===== config.mk =====
export PLATFORM = sky130hd
export DESIGN_NAME = cpu_bus_arbiter
export DESIGN_NICKNAME = d
export VERILOG_FILES = /design/src/rtl/cpu_bus_arbiter.sv
export SDC_FILE = /design/constraint.sdc
export NUM_CORES = 1
export LEC_CHECK = 0
export CAP_MARGIN = 20
export CORE_UTILIZATION = 25
export CTS_CLUSTER_DIAMETER = 40
export DETAILED_ROUTE_END_ITERATION = 8
export GPL_ROUTABILITY_DRIVEN = 0
export GPL_TIMING_DRIVEN = 0
export PLACE_DENSITY_LB_ADDON = 0.2
export SLEW_MARGIN = 20
export SYNTH_ARGS = -nofsm -noshare
export SYNTH_HDL_FRONTEND = slang
export SYNTH_SLANG_ARGS = --single-unit

===== constraint.sdc =====
create_clock -name clk_25 -period 1.4 [get_ports clk_25]
set_clock_uncertainty 0.1 [all_clocks]
set_input_delay 0.28 -clock clk_25 [delete_from_list [all_inputs] [get_ports clk_25]]
set_output_delay 0.28 -clock clk_25 [all_outputs]
set_load 0.02 [all_outputs]

===== src/rtl/cpu_bus_arbiter.sv =====
// cpu_bus_arbiter
//
// Shares the NES CPU-side bus (WRAM, PPU register port, cart PRG) between the
// rp2a03 CPU and one host master (debug / save-state port). A host request
// stalls the CPU through RDY. Once the 6502 is frozen in a read cycle, the
// arbiter runs single-byte host accesses. It then returns the bus with one
// refetch cycle, so the CPU's halted read completes with fresh data.
//
// Ports
//   clk_25        system clock, rising edge
//   rst           asynchronous, active-high reset
//   cpu_a_in      rp2a03 address
//   cpu_d_in      rp2a03 write data
//   cpu_r_nw_in   rp2a03 read/not-write
//   ext_rdy_in    external RDY request, ANDed into rdy_out
//   rdy_out       to rp2a03 rdy_in
//   bus_a_out     address to WRAM/PPU/cart decode
//   bus_d_out     write data to WRAM/PPU/cart
//   bus_r_nw_out  read/not-write to WRAM/PPU/cart
//   bus_d_in      merged read data from the bus
//   host_req      level request; host_we/host_a/host_d stable until host_ack
//   host_we       1 = write, 0 = read
//   host_a        host address
//   host_d        host write data
//   host_ack      one-cycle completion pulse
//   host_q        read data captured in DATA, held until the next capture
//   grant_out     high while the host owns the bus (ACCESS through GAP)
//
// state   | meaning
// IDLE    | CPU owns bus, rdy released
// STALL   | rdy pulled low, waiting for the CPU to sit in a read cycle
// ACCESS  | host address (and write strobe) on the bus
// DATA    | read data valid on bus_d_in, captured into host_q
// ACK     | host_ack pulse
// GAP     | continue a burst if host_req is still high, else release
// RELEASE | CPU address back on the bus with rdy low so its read is refetched

module cpu_bus_arbiter (
  input  logic        clk_25,
  input  logic        rst,
  input  logic [15:0] cpu_a_in,
  input  logic [7:0]  cpu_d_in,
  input  logic        cpu_r_nw_in,
  input  logic        ext_rdy_in,
  output logic        rdy_out,
  output logic [15:0] bus_a_out,
  output logic [7:0]  bus_d_out,
  output logic        bus_r_nw_out,
  input  logic [7:0]  bus_d_in,
  input  logic        host_req,
  input  logic        host_we,
  input  logic [15:0] host_a,
  input  logic [7:0]  host_d,
  output logic        host_ack,
  output logic [7:0]  host_q,
  output logic        grant_out
);

  typedef enum logic [2:0] {
    IDLE    = 3'd0,
    STALL   = 3'd1,
    ACCESS  = 3'd2,
    DATA    = 3'd3,
    ACK     = 3'd4,
    GAP     = 3'd5,
    RELEASE = 3'd6
  } state_t;

  state_t state;
  logic   rdy_int;

  // rdy_int, grant_out and host_ack are updated together with the state, so
  // each one always reflects the state it belongs to.
  always_ff @(posedge clk_25 or posedge rst) begin
    if (rst) begin
      state     <= IDLE;
      rdy_int   <= 1'b1;
      host_ack  <= 1'b0;
      host_q    <= 8'h00;
      grant_out <= 1'b0;
    end else begin
      host_ack <= 1'b0;
      case (state)
        IDLE: begin
          if (host_req) begin
            state   <= STALL;
            rdy_int <= 1'b0;
          end
        end
        STALL: begin
          // A 6502 ignores RDY during writes, so wait until it is reading.
          if (cpu_r_nw_in && !rdy_int) begin
            state     <= ACCESS;
            grant_out <= 1'b1;
          end
        end
        ACCESS: state <= DATA;
        DATA: begin
          host_q   <= bus_d_in;
          host_ack <= 1'b1;
          state    <= ACK;
        end
        ACK: state <= GAP;
        GAP: begin
          if (host_req) begin
            state <= ACCESS;
          end else begin
            state     <= RELEASE;
            grant_out <= 1'b0;
          end
        end
        RELEASE: begin
          state   <= IDLE;
          rdy_int <= 1'b1;
        end
        default: begin
          state     <= IDLE;
          rdy_int   <= 1'b1;
          grant_out <= 1'b0;
        end
      endcase
    end
  end

  assign rdy_out = ext_rdy_in & rdy_int;

  // grant_out is high exactly in ACCESS..GAP, so it selects the host side.
  // The write strobe is limited to ACCESS: one strobe per host write.
  assign bus_a_out    = grant_out ? host_a : cpu_a_in;
  assign bus_d_out    = grant_out ? host_d : cpu_d_in;
  assign bus_r_nw_out = grant_out ? ((state == ACCESS) ? ~host_we : 1'b1)
                                  : cpu_r_nw_in;

endmodule


* Yosys cells after proc, flatten, opt, wreduce, memory -nomap -nowiden
Index checks and enable logic that the tools add are counted.
** Storage, ports and cells
- Output and inout bits :: 36
- Register bits :: 14
** Operators by class
- Equal/unequal tests :: 9
- Muxes and demuxes :: 14
- Reductions and logical operators :: 8
- Bitwise gates (word level) :: 4
** Operators by type and width (count)
- $pmux W3 S6 :: 1
- $mux W16 :: 1
- $reduce_or A5 Y1 :: 2
- $eq A3 B3 Y1 const B :: 3
- $mux W3 :: 3
- $mux W8 :: 1
- $eq A3 B2 Y1 const B :: 2
- $mux W1 :: 6
- $ne A2 B2 Y1 const B :: 3
- $reduce_and A2 Y1 :: 2
- $eq A3 B1 Y1 const B :: 1
- $logic_not A3 Y1 :: 1
- $not A1 Y1 :: 3
- $pmux W1 S3 :: 1
- $reduce_and A3 Y1 :: 1
- $pmux W1 S2 :: 1
- $and A1 B1 Y1 :: 1
- $logic_and A1 B1 Y1 :: 1
- $logic_not A1 Y1 :: 1

* Depth between registers and ports, before layout
Gate-level depths: netlist (run 1).
- Depth in word-level cells :: 4
- Depth in mapped cells :: 4

* Worst setup path before layout (run 1)
Ideal clock, no wire load.
- Path type :: flip-flop to output port
- Start :: reg grant_out
- End :: out bus_a_out[10]
- Path buffers :: 2
- Cell stages (with the launch flop) :: 4
- Required time :: 1.020 ns
- Setup slack :: -0.232 ns
- Arrival :: 1.252 ns
- Cell sequence :: dfrtp_1 -> buf_2 -> buf_4 -> mux2_2
** On the way
- Word-level cells in the longest chain between the ends :: 1
** Ends and longest elaborated chain
- start: declaration :: RTL line 56 : output logic grant_out
- start signal: assignment :: RTL line 80 : grant_out <= 1'b0;
- start signal: assignment :: RTL line 94 : grant_out <= 1'b1;
- start signal: assignment :: RTL line 109 : grant_out <= 1'b0;
- $mux W16 :: RTL line 129 : assign bus_a_out = grant_out ? host_a : cpu_a_in;
- end: declaration :: RTL line 46 : output logic [15:0] bus_a_out,
No other way between the ends.

* Worst setup path in the final report (run 1)
- Start :: reg grant_out
- End :: out bus_a_out[6]
The elaborated chain is that of the path after synthesis.

==> results of run 1 <==
-- through the flow --
| step | hold slack, ns | util (%) | setup slack, ns | TNS, ns |
|---|---|---|---|---|
| after floorplan | 0.06844 | - | -0.04841 | -0.7529 |
| after global placement | 0.3909 | 59.21 | -0.5704 | -12.52 |
| after detailed placement | 0.3960 | 59.21 | -0.5791 | -12.87 |
| after CTS | 0.2336 | 65.82 | -0.4252 | -10.01 |
| after global routing | 0.2803 | 67.00 | -0.4764 | -11.46 |
| final | 0.2232 | 67.00 | -0.4263 | -10.03 |
-- what timing repair did --
item | CTS | global route
gates resized for setup | 186 | 10
pin swaps | 1 | 1
endpoints found under the setup margin | 36 | 32
buffers inserted | 6 | 1
cloned | 3 | 0
-- report_power, final --
part	total [uW]	internal, uW	switching [uW]	leakage (uW)
clock	283	158	125	0.0000210
combinational	3220	1900	1330	0.000864
sequential	732	613	120	0.000163
-- state kept, by name, indices dropped and copies added, names as in the netlist --
signal,flops
grant_out,1
host_ack,1
host_q,8
rdy_int,1
state,3
-- Yosys cell counts --
master | number | area [sq um]
nand2_1 | 2 | 7.510
nor4bb_1 | 1 | 10.01
a31oi_1 | 1 | 6.260
nand2b_1 | 4 | 25.02
and2_1 | 2 | 12.51
inv_1 | 3 | 11.26
dfstp_2 | 1 | 26.28
nor2_1 | 2 | 7.510
mux2_2 | 32 | 360.4
buf_4 | 2 | 15.01
a21oi_1 | 4 | 20.02
o221ai_1 | 1 | 8.760
dfrtp_1 | 13 | 325.3
buf_2 | 2 | 10.01
o31ai_1 | 1 | 7.510
nor3b_1 | 1 | 7.510
nand3_4 | 1 | 17.52
o21bai_1 | 1 | 7.510
o21ai_0 | 2 | 10.01
-- final timing paths --
check                               start           end  slack (ns)  depth (start not counted)
worst max-delay path            grant_out  bus_a_out[6]       -0.43                          4
worst min-delay path                  rst     host_q[2]        0.22                          2
worst max register to register   state[2]     host_q[1]        0.07                          4
worst min register to register  host_q[2]     host_q[2]        0.40                          1
max in group asynchronous             rst     grant_out        0.62                          2
min in group clk_25             host_q[2]     host_q[2]        0.40                          1
-- cell type report --
type	instances	area, sq um
sequential	14	354.1
buffer	4	55.05
fill	252	1119
inverter	3	11.26
tap	46	57.56
multi-input combinational	55	609.3
clock buffer	4	36.28
timing repair buffer	106	1147
-- critical path: stages (launching register included) --
cell     delay, ns
dfrtp_2       0.44
buf_8         0.16
buf_12        0.13
mux2_4        0.31
buf_6         0.13
-- cells by family after synthesis --
family | count (synthesis) | share of synthesized area [%]
mux | 32 | 40.22
flops | 14 | 39.25
simple gates | 13 | 9.777
compound gates | 10 | 6.705
buf+inv | 7 | 4.050
-- routing by layer --
layer | track usage [%] | share of wire (%)
met3 | 6.625 | 12
met1 | 16.22 | 33
met5 | 0 | 0
met2 | 33.33 | 53
met4 | 7.619 | 2.8
==> results.py, run 1 <==
metrics = {
    "status": {
        "status": "complete, but fails checks",
        "violations": "negative setup slack",
    },
    "drt": {
        "via_per_inst": 4.487,
        "antenna_left": 0,
        "drt_iter0_markers": 28,
        "drc": 0,
        "wl_mm": 3.345,
        "via_count": 1041,
        "post_drt_wl_per_cell_um": 14.42,
        "dr.pass1.iters": 3,
    },
    "floorplan": {
        "fp.dieW_um": 61.86,
        "io_pins": 98,
        "rows": 21,
        "die_h_um": 61.86,
        "design.die.area_sq_mm": 0.003827,
        "initial_core_util_pct": 26.43,
        "coreArea_sq_mm": 0.003390,
    },
    "cells_and_area": {
        "num_antenna_cells": 0,
        "final_cells": 232,
        "syn2layout_area_growth_pct": 153.5,
        "final_common_cell": "clkdlybuf4s50_1",
        "drive_above_1_share_pct": 46.24,
        "layout_common_cells": "clkdlybuf4s50_1 (61), buf_6 (29), mux2_4 (20), mux2_2 (12), dfrtp_1 (11)",
        "nNetsFinal": 249,
        "stdcell_area_sq_mm": 0.002271,
    },
    "clock_tree": {
        "clock_sinks": 14,
        "cts_tree": "yes",
        "numCtsBuffers": 3,
        "cts-root-buf": "clkbuf_4",
        "path_clk_slew_ns": 0.08,
        "clock_path_buffers": 2,
        "cts-hold-fix-buffers": 0,
        "clock_latency_ns": 0.28,
        "ctsHtreeMaxLevel": 1,
    },
    "critical_path": {
        "start_kind": "register",
        "worstPathMaxFanout": 5,
        "worst_ep_arrival_time_ns": 1.45,
        "worst_setup_path_end_kind": "output port",
        "required_ns": 1.02,
        "critPathKind": "register to output port",
    },
    "sta": {
        "worst_slew_pin_slew_ns": 0.4963,
        "min_period_over_period_pct": 130.5,
        "slew_violations": 0,
        "setup_viol_count_final": 26,
        "finalHoldViolCount": 0,
        "relSlewSlack_pct": 66.87,
        "period_needed_ns": 1.826,
        "fmax_ghz": 0.5475,
        "rsz0062_at_grt": "true",
        "fin_ws_ns": -0.4263,
    },
    "placement": {
        "place_area_sq_mm": 0.002007,
        "place_hpwl_mm": 2.388,
        "dp_cells": 219,
        "io_buffers": 97,
    },
    "logic_synthesis": {
        "netlist_area_sq_um": 895.9,
        "yosysSeqAreaShare_pct": 39.25,
        "ys_ff_latch": 14,
        "syn_area_per_cell_sq_um": 11.79,
        "synth.distinct_cells": 19,
        "postSynthCellCount": 76,
        "ys_warn_count": 0,
        "synthesis.nets": 138,
    },
    "global_route": {
        "grt_max_degree": 15,
        "grt-ovfl-total": 0,
        "grt.total_usage_pct": 17.38,
        "grt_pass1_vias": 1052,
        "grt_pass1_wl_mm": 4.740,
        "antenna_found_initial": 0,
    },
    "power_and_ir_drop": {
        "worst_ir_drop_vdd_uv": 836.7,
        "p_leak_uw": 0.001048,
        "power.total_uw": 4240,
        "power_density_mw_per_mm2": 1867,
    },
    "job": {
        "cap_violations": 0,
    },
    "hold_path": {
        "holdCritPathClass": "input port to async pin",
    },
}
No activity file was read; power rests on OpenSTA's default activity.
==> run 2: changes to the inputs <==
--- a/config.mk
+++ b/config.mk
@@ -6,6 +6,7 @@
 export NUM_CORES = 1
 export LEC_CHECK = 0
+export ABC_AREA = 1
 export CAP_MARGIN = 20
-export CORE_UTILIZATION = 25
+export CORE_UTILIZATION = 27
 export CTS_CLUSTER_DIAMETER = 40
 export DETAILED_ROUTE_END_ITERATION = 8
==> constraint.sdc (replaced) <==
create_clock -name clk_25 -period 1.4 [get_ports clk_25]
set_clock_uncertainty 0.1 [all_clocks]
set_input_delay 0.14 -clock clk_25 [delete_from_list [all_inputs] [get_ports clk_25]]
set_output_delay 0.14 -clock clk_25 [all_outputs]
set_load 0.02 [all_outputs]
==> results.py, run 2 <==
metrics = {
    "status": {
        "status": "complete, but fails checks",
        "violations": "negative setup slack",
    },
    "critical_path": {
        "critPathKind": "register to output port",
        "worst_setup_path_end_kind": "output port",
        "required_ns": 1.16,
        "worstPathMaxFanout": 10,
        "start_kind": "register",
        "worst_ep_arrival_time_ns": 1.35,
    },
    "logic_synthesis": {
        "synth-edff-count": 0,
        "synth.distinct_cells": 18,
        "yosysSeqAreaShare_pct": 35.26,
        "synth_common_cells": "nand2_1 (32), mux2_4 (17), dfrtp_1 (13), inv_1 (7), mux2_2 (7)",
        "synth_fa_ha_area_share_pct": 0,
        "synth.most_common_cell": "nand2_1",
        "muxShareOfSynthArea_pct": 33.50,
        "synth_top_family_by_area": "multiplexers",
        "ys_ff_latch": 14,
        "synth_largest_area_cell": "dfrtp_1",
        "synthXorXnorAreaFrac_pct": 0,
        "postSynthCellCount": 103,
        "synth_top_area_share_pct": 32.62,
        "netlist_area_sq_um": 997.2,
        "synth_ff_type": "dfrtp_1",
        "synthSimpleGateAreaFrac_pct": 18.57,
        "ys_warn_count": 0,
        "async_flop_share_pct": 100.0,
        "syn_area_per_cell_sq_um": 9.682,
        "synth_compound_gate_area_share_pct": 4.642,
        "synth_area_leaders": "dfrtp_1 (33%), mux2_4 (26%), nand2_1 (12%)",
        "synthesis.nets": 165,
    },
    "drt": {
        "drt_iter0_markers": 6,
        "drc": 0,
        "via_per_inst": 4.408,
        "post_drt_wl_per_cell_um": 13.12,
        "routed-wl-met2_mm": 1.681,
        "m1WireLength_mm": 1.402,
        "wl_mm": 3.346,
        "dr.pass1.iters": 2,
        "top_layer_used": "met4",
        "via_count": 1124,
        "met3_length_um": 252,
        "antenna_left": 0,
    },
    "floorplan": {
        "rows": 21,
        "initial_core_util_pct": 28.97,
        "io_pins": 98,
        "die_h_um": 62.77,
        "fp.dieW_um": 62.77,
        "design.die.area_sq_mm": 0.003940,
        "coreArea_sq_mm": 0.003442,
    },
    "sta": {
        "fin_ws_ns": -0.1922,
        "min_period_over_period_pct": 113.7,
        "setup_viol_count_final": 25,
        "period_needed_ns": 1.592,
        "relSlewSlack_pct": 65.32,
        "worst_slew_pin_slew_ns": 0.5196,
        "rsz0062_at_grt": "true",
        "tns_ns": -4.209,
        "slew_violations": 0,
        "fmax_ghz": 0.6281,
        "finalHoldViolCount": 0,
    },
    "global_route": {
        "grt-ovfl-total": 0,
        "antenna_found_initial": 0,
        "grt_pass1_wl_mm": 5.244,
        "grt.total_usage_pct": 16.78,
        "grt_pass1_vias": 1114,
        "grt_max_degree": 15,
    },
    "power_and_ir_drop": {
        "power_density_mw_per_mm2": 1609,
        "worst_ir_drop_vdd_uv": 1065,
        "power.total_uw": 3501,
        "p_leak_uw": 0.001059,
    },
    "cells_and_area": {
        "final_core_util_pct": 63.21,
        "nNetsFinal": 272,
        "multi_input_area_sq_um": 576.8,
        "top_regs": "host_q: 8 flops, state: 3 flops",
        "seqCellArea_sq_um": 351.6,
        "drive_above_1_share_pct": 34.45,
        "final_common_cell": "clkdlybuf4s50_1",
        "largest_reg_flops": 8,
        "syn2layout_area_growth_pct": 118.2,
        "num_antenna_cells": 0,
        "layout_common_cells": "clkdlybuf4s50_1 (61), nand2_1 (32), buf_6 (27), mux2_4 (18), dfrtp_1 (13)",
        "fillerInstances": 288,
        "top_register": "host_q",
    },
    "clock_tree": {
        "cts_tree": "yes",
        "clock_sinks": 14,
        "numCtsBuffers": 3,
        "clock_latency_ns": 0.24,
        "cts-root-buf": "clkbuf_8",
        "cts-hold-fix-buffers": 0,
        "ctsHtreeMaxLevel": 1,
        "path_clk_slew_ns": 0.06,
        "clock_path_buffers": 2,
    },
    "placement": {
        "place_hpwl_mm": 2.722,
        "io_buffers": 97,
        "pre_cts_slack_ns": -0.4007,
    },
    "job": {
        "cap_violations": 0,
    },
    "hold_path": {
        "holdCritPathClass": "input port to async pin",
    },
}
[run 2: cell types whose count changed in the layout (fill, tap and decap cells not counted), sizes merged, moves of 4 or more]
cell           change
inv                +7
buf                -6
dlygate4sd2        +6
nand2             +34
nor2               +4
mux2               -8
clkdlybuf4s15      -5
nand2b             -4
[run 2: where the power goes]
| part | internal (uW) | switching [uW] | total, uW |
|---|---|---|---|
| Sequential | 606 | 122 | 728 |
| Combinational | 1250 | 1140 | 2390 |
| Clock | 249 | 133 | 381 |
| Total | 2100 | 1400 | 3500 |
[run 2: per-stage QoR]
step / std cells / area, sq um / hold slack (ns)
after floorplan: 103 / 1005 / -0.07150
after global placement: 246 / 2033 / 0.3627
after detailed placement: 246 / 2033 / 0.3666
after CTS: 254 / 2165 / 0.1550
after global routing: 255 / 2176 / 0.1897
final: 255 / 2176 / 0.1363
[run 2: cells by family (layout without fill, tap and decap cells)]
logic type	count (synthesis)	count (layout)
and+or+nand+nor	44	44
muxes	24	24
DFF	14	14
buffers and inverters	13	119
AOI/OAI and AO/OA	8	8
[run 2: worst paths after layout]
path	startpoint	to	slack, ns	cells after the start
worst max-delay path	grant_out	bus_d_out[4]	-0.19	4
worst min-delay path	rst	host_q[1]	0.14	2
worst max register to register	state[0]	state[1]	0.19	4
worst min register to register	host_q[2]	host_q[2]	0.37	2
max in group asynchronous	rst	rdy_int	0.70	2
min in group clk_25	bus_d_in[6]	host_q[6]	0.33	3
[run 2: final cells by class]
type | count | share of cell area, %
Inverter | 10 | 1.725
Timing Repair Buffer | 102 | 48.07
Tap cell | 46 | 2.645
Buffer | 3 | 2.358
Clock buffer | 4 | 2.530
Multi-Input combinational cell | 76 | 26.51
Sequential cell | 14 | 16.16
[run 2: critical path: stages, from the launching register on]
cell     delay (ns)
dfrtp_1        0.38
buf_6          0.15
buf_12         0.15
mux2_4         0.30
buf_6          0.13
[run 2: what timing repair did]
item | CTS | global route
cloned | 2 | 0
setup endpoints to repair | 36 | 26
resized for setup | 166 | 4
setup buffers | 2 | 1
[run 2: routing by layer]
metal  up-vias  GRT usage (%)
met5         -              0
met4         0          2.616
met3         2          4.745
met2        61          29.89
met1       512          20.18
li1        549              -
